**src/rtl/iob_ram_2p_be_arb.sv**
```systemverilog
// Two-requester arbiter in front of a 2-port byte-enable RAM.
// The write and read ports are arbitrated independently, each with its own
// 1-bit round-robin pointer. Read data comes back one cycle after the grant
// and is steered to the requester that owns it with an rvalid pulse.
module iob_ram_2p_be_arb #(
  parameter int DATA_W = 32,
  parameter int ADDR_W = 10
) (
  input  logic                   clk,
  input  logic                   rst,
  input  logic                   a_valid,
  input  logic [ADDR_W-1:0]      a_addr,
  input  logic [DATA_W-1:0]      a_wdata,
  input  logic [DATA_W/8-1:0]    a_wstrb,
  output logic                   a_ready,
  output logic                   a_rvalid,
  output logic [DATA_W-1:0]      a_rdata,
  input  logic                   b_valid,
  input  logic [ADDR_W-1:0]      b_addr,
  input  logic [DATA_W-1:0]      b_wdata,
  input  logic [DATA_W/8-1:0]    b_wstrb,
  output logic                   b_ready,
  output logic                   b_rvalid,
  output logic [DATA_W-1:0]      b_rdata,
  output logic [DATA_W/8-1:0]    ram_w_en,
  output logic [ADDR_W-1:0]      ram_w_addr,
  output logic [DATA_W-1:0]      ram_w_data,
  output logic                   ram_r_en,
  output logic [ADDR_W-1:0]      ram_r_addr,
  input  logic [DATA_W-1:0]      ram_r_data
);

  localparam int STRB_W = DATA_W / 8;

  // Index 0 is requester A, index 1 is requester B.
  logic [1:0]        req_v;
  logic [STRB_W-1:0] req_strb [2];
  logic [1:0]        wr_req;
  logic [1:0]        rd_req;
  logic [1:0]        w_gnt;
  logic [1:0]        r_gnt;
  logic [1:0]        rvalid_vec;

  logic w_prio_reg, w_prio_next;
  logic r_prio_reg, r_prio_next;
  logic rd_owner_vld_reg, rd_owner_vld_next;
  logic rd_owner_reg, rd_owner_next;

  assign req_v       = {b_valid, a_valid};
  assign req_strb[0] = a_wstrb;
  assign req_strb[1] = b_wstrb;

  // A request with any byte enabled is a write; an all-zero strobe is a read.
  generate
    for (genvar gi = 0; gi < 2; gi++) begin : g_req
      assign wr_req[gi]     = req_v[gi] & (|req_strb[gi]);
      assign rd_req[gi]     = req_v[gi] & ~(|req_strb[gi]);
      assign rvalid_vec[gi] = rd_owner_vld_reg & (rd_owner_reg == 1'(gi));
    end
  endgenerate

  // Grants: a lone requester always wins; on contention the pointer decides.
  // Everything is held off while reset is asserted.
  assign w_gnt[0] = ~rst & wr_req[0] & (~wr_req[1] | ~w_prio_reg);
  assign w_gnt[1] = ~rst & wr_req[1] & (~wr_req[0] |  w_prio_reg);
  assign r_gnt[0] = ~rst & rd_req[0] & (~rd_req[1] | ~r_prio_reg);
  assign r_gnt[1] = ~rst & rd_req[1] & (~rd_req[0] |  r_prio_reg);

  assign a_ready = w_gnt[0] | r_gnt[0];
  assign b_ready = w_gnt[1] | r_gnt[1];

  // On a contested cycle the winner was the prioritised side, so handing
  // priority to the loser is simply a toggle.
  assign w_prio_next       = (wr_req[0] & wr_req[1]) ? ~w_prio_reg : w_prio_reg;
  assign r_prio_next       = (rd_req[0] & rd_req[1]) ? ~r_prio_reg : r_prio_reg;
  assign rd_owner_vld_next = |r_gnt;
  assign rd_owner_next     = r_gnt[1];

  // Drive the RAM ports from whichever requester won each port.
  always_comb begin
    ram_w_en   = '0;
    ram_w_addr = a_addr;
    ram_w_data = a_wdata;
    ram_r_en   = 1'b0;
    ram_r_addr = a_addr;
    if (w_gnt[1]) begin
      ram_w_en   = b_wstrb;
      ram_w_addr = b_addr;
      ram_w_data = b_wdata;
    end else if (w_gnt[0]) begin
      ram_w_en   = a_wstrb;
    end
    if (r_gnt[1]) begin
      ram_r_en   = 1'b1;
      ram_r_addr = b_addr;
    end else if (r_gnt[0]) begin
      ram_r_en   = 1'b1;
    end
  end

  // Priority pointers and read-return ownership; clearing the owner on reset
  // kills any read that was in flight.
  always_ff @(posedge clk or posedge rst) begin
    if (rst) begin
      w_prio_reg       <= 1'b0;
      r_prio_reg       <= 1'b0;
      rd_owner_vld_reg <= 1'b0;
      rd_owner_reg     <= 1'b0;
    end else begin
      w_prio_reg       <= w_prio_next;
      r_prio_reg       <= r_prio_next;
      rd_owner_vld_reg <= rd_owner_vld_next;
      rd_owner_reg     <= rd_owner_next;
    end
  end

  assign a_rvalid = rvalid_vec[0];
  assign b_rvalid = rvalid_vec[1];
  assign a_rdata  = ram_r_data;
  assign b_rdata  = ram_r_data;

endmodule

```
**config.mk**
```make
export PLATFORM = sky130hd
export DESIGN_NAME = iob_ram_2p_be_arb
export DESIGN_NICKNAME = d
export VERILOG_FILES = /design/src/rtl/iob_ram_2p_be_arb.sv
export SDC_FILE = /design/constraint.sdc
export NUM_CORES = 1
export LEC_CHECK = 0
export ABC_AREA = 1
export BUFFER_PORTS_ARGS = -buffer_cell sky130_fd_sc_hd__buf_2
export CAP_MARGIN = 20
export CORE_AREA = 2 2 98 100
export DETAILED_ROUTE_END_ITERATION = 16
export DIE_AREA = 0 0 100 102
export MAX_ROUTING_LAYER = met4
export SLEW_MARGIN = 25
export SYNTH_ARGS = -nofsm -noshare
export SYNTH_HDL_FRONTEND = slang
export SYNTH_SLANG_ARGS = --single-unit
```
**constraint.sdc**
```tcl
create_clock -name clk -period 1.3 [get_ports clk]
set_input_delay 0 -clock clk [delete_from_list [all_inputs] [get_ports clk]]
set_output_delay 0 -clock clk [all_outputs]
set_load 0.05 [all_outputs]
```
==> impl_metrics.yaml <==
status:
  outcome: "finished, violations left"
  failed_checks: "setup timing"
hold_path:
  holdPathStages: 0
  holdCritPathClass: "in -> out"
  hp-start: "ram_r_data[11]"
  worstHoldEndpoint: "b_rdata[11]"
cells_and_area:
  nNetsFinal: 517
  drive_above_1_share_pct: 56.6
  fill_cells: 1013
  final_area_sq_um: 2770
  post-route-util_pct: 30.4
  area_growth_pct: 61.9
clock_tree:
  cts-root-buf: "clkbuf_8"
  cts_tree: "built"
  clock_path_buffers: 2
  clk_pin_slew_ns: 0.03
  htreeDepth: 1
  numCtsBuffers: 3
  clock-sinks: 4
  clk_latency_ns: 0.21
global_routing:
  grt_pass1_wl_mm: 10.6
  grt_pass1_vias: 2117
  antenna_found_initial: 1
  grt_max_degree: 22
  globalRouteOverflowTotal: 0
  grt_usage_pct: 13.8
synth:
  synth_top_area_share_pct: 29.8
  synth_nets: 421
  yosys_warnings: 0
  yosysTopAreaCell: "buf_4"
  synth.area.top_cells: "buf_4, nand2_1, nand3_1"
  avgSynthCellArea_sq_um: 5.84
  syn_area_sq_um: 1710
  synth_cell_type_count: 18
  synthCells: 293
  ys_seq_area_share_pct: 5.85
  ys_seq_elements: 4
timing:
  period_minus_slack_ns: 1.40
  period_share_pct: 108
  rsz0062_at_grt: "yes"
  clock.fmax_mhz: 714
  tns_ns: -4.24
  worst_slack_ns: -0.101
  skew_ns: 0.00342
  maxSlewHeadroom_pct: 80.4
  maxSlewViolCount: 0
  finalSetupViolCount: 57
  tightest_slew_ns: 0.293
  hold_viol: 0
route:
  wl_per_cell_um: 15.0
  drtAntennaViolNets: 0
  vias: 2162
  drc: 0
  viasPerCell: 4.33
  first_pass_iters: 4
  initialDrtViolationCount: 63
  wl_mm: 7.47
die:
  ios: 253
  die_x_um: 100
  core_area_sq_um: 9110
  rows: 35
  die_area_sq_um: 10200
  initial_utilization_pct: 18.8
  die_h_um: 102
critical_path:
  ff2ff_setup_slack_ns: 0.16
  slowest_delay_ns: 0.38
  r2r_end: "w_prio_reg"
  crit_path_frequent_cell: "nand2_1"
  path_cells: "nand3b_4 > nand2_8 > clkbuf_16 > nand2_1 > nand2_1 > buf_6"
  cp.required_ns: 1.30
  crit_slowest_cell: "dfrtp_1"
  critPathMaxFanout: 10
  reg2reg_from: "w_prio_reg"
  startpoint_type: "flop"
  worstSetupStartpoint: "w_prio_reg"
  arrival_ns: 1.40
  crit_type: "reg -> out"
  critPathCaptureType: "output port"
  r2r_cells: 4
job:
  drv_cap: 0
pwr:
  p_total_w: 0.00211
  ir_drop_v: 0.000566
  powerDensity_nw_per_um2: 760
  p_leak_nw: 1.58
place:
  place_area_sq_um: 2190
  numPortBuffers: 156
  finalWeightedCongestion: 0.772
  dp.final_hpwl_mm: 5.64
[power by group]
part / total (W) / internal [W] / switching [W] / leakage (nW)
logic: 0.00171 / 0.000646 / 0.00106 / 1.51
registers: 0.000142 / 0.000135 / 0.00000663 / 0.0537
clock network: 0.000258 / 0.000197 / 0.0000606 / 0.0216
total: 0.00211 / 0.000979 / 0.00113 / 1.58
[per-stage QoR]
step | setup WS [ns] | hold WS (ns) | instances
2_1_floorplan | 0.0873 | -0.225 | 293
3_3_place_gp | 0.00544 | -0.0454 | 491
3_5_place_dp | 0.00859 | -0.0384 | 491
4_1_cts | -0.117 | 0.000501 | 497
5_1_grt | -0.188 | 0.000106 | 499
6_report | -0.101 | 0.0000277 | 499
[how the worst max path moves through the flow]
stage	endpoint	slack, ns	cells after the start
final	ram_w_addr[3]	-0.10	6
after global routing	ram_w_data[5]	-0.19	6
after CTS	ram_w_data[5]	-0.12	6
after detailed placement	ram_w_data[22]	0.009	6
after global placement	ram_w_data[15]	0.005	8
after floorplan	ram_r_addr[0]	0.09	5
[cells in the final DEF (no fill, tap or decap), drive strengths merged]
cell,synthesis,routed
nand3b,1,1
nand2,124,124
clkbuf,1,4
or2,1,1
buf,80,170
nand3,64,64
dlygate4sd3,0,1
nand4,1,1
inv,7,7
dfrtp,4,4
nor2,9,9
diode,0,1
o21ai,1,1
[what timing repair did]
| item | in CTS | in global routing |
|---|---|---|
| gates cloned | 1 | 1 |
| pin swaps | 2 | 3 |
| endpoints found under the hold margin | 4 | 0 |
| hold buffers | 1 | 0 |
| setup buffers | 1 | 1 |
| endpoints found under the setup margin | 58 | 59 |
| resized for setup | 124 | 26 |
[worst max-delay path: cells and delay by family, from the launching register on]
family,cells,cell delay [ns]
buffers and inverters,2,0.33
AND/OR/NAND/NOR,4,0.47
flip-flops,1,0.38
[layer usage]
metal | vias up | share of wire, % | track usage [%]
met2 | 113 | 50 | 24.6
met5 | - | 0 | -
met1 | 976 | 38 | 15.0
met4 | 0 | 2.0 | 3.69
met3 | 17 | 9.7 | 4.24
li1 | 1056 | - | -
[cells in the mapped netlist]
| master | instances |
|---|---|
| nor2_2 | 2 |
| dfrtp_1 | 4 |
| nand3b_4 | 1 |
| buf_8 | 3 |
| buf_2 | 1 |
| nand3_2 | 10 |
| nor2_1 | 7 |
| buf_6 | 7 |
| nand2_2 | 4 |
| clkbuf_1 | 1 |
| nand4_1 | 1 |
| buf_4 | 68 |
| buf_12 | 1 |
| o21ai_0 | 1 |
| nand2_1 | 120 |
| inv_1 | 7 |
| or2_1 | 1 |
| nand3_1 | 54 |
[logic make-up (layout without fill, tap and decap cells)]
logic type,after synthesis,after routing,share of synthesized area [%]
other,0,1,0
flip-flops,4,4,5.85
AO/OA/AOI/OAI,1,1,0.292
buffers and inverters,88,182,40.3
AND/OR/NAND/NOR,200,200,53.6
[layout make-up]
cell class	instances	area (sq um)	share of cell area, %
Timing Repair Buffer	172	1450	52.3
Multi-Input combinational cell	201	1010	36.6
Inverter	7	26.3	0.948
Tap cell	111	139	5.01
Sequential cell	4	100	3.61
Antenna cell	1	2.50	0.0903
Clock buffer	3	41.3	1.49
No activity file was read; power rests on OpenSTA's default activity.
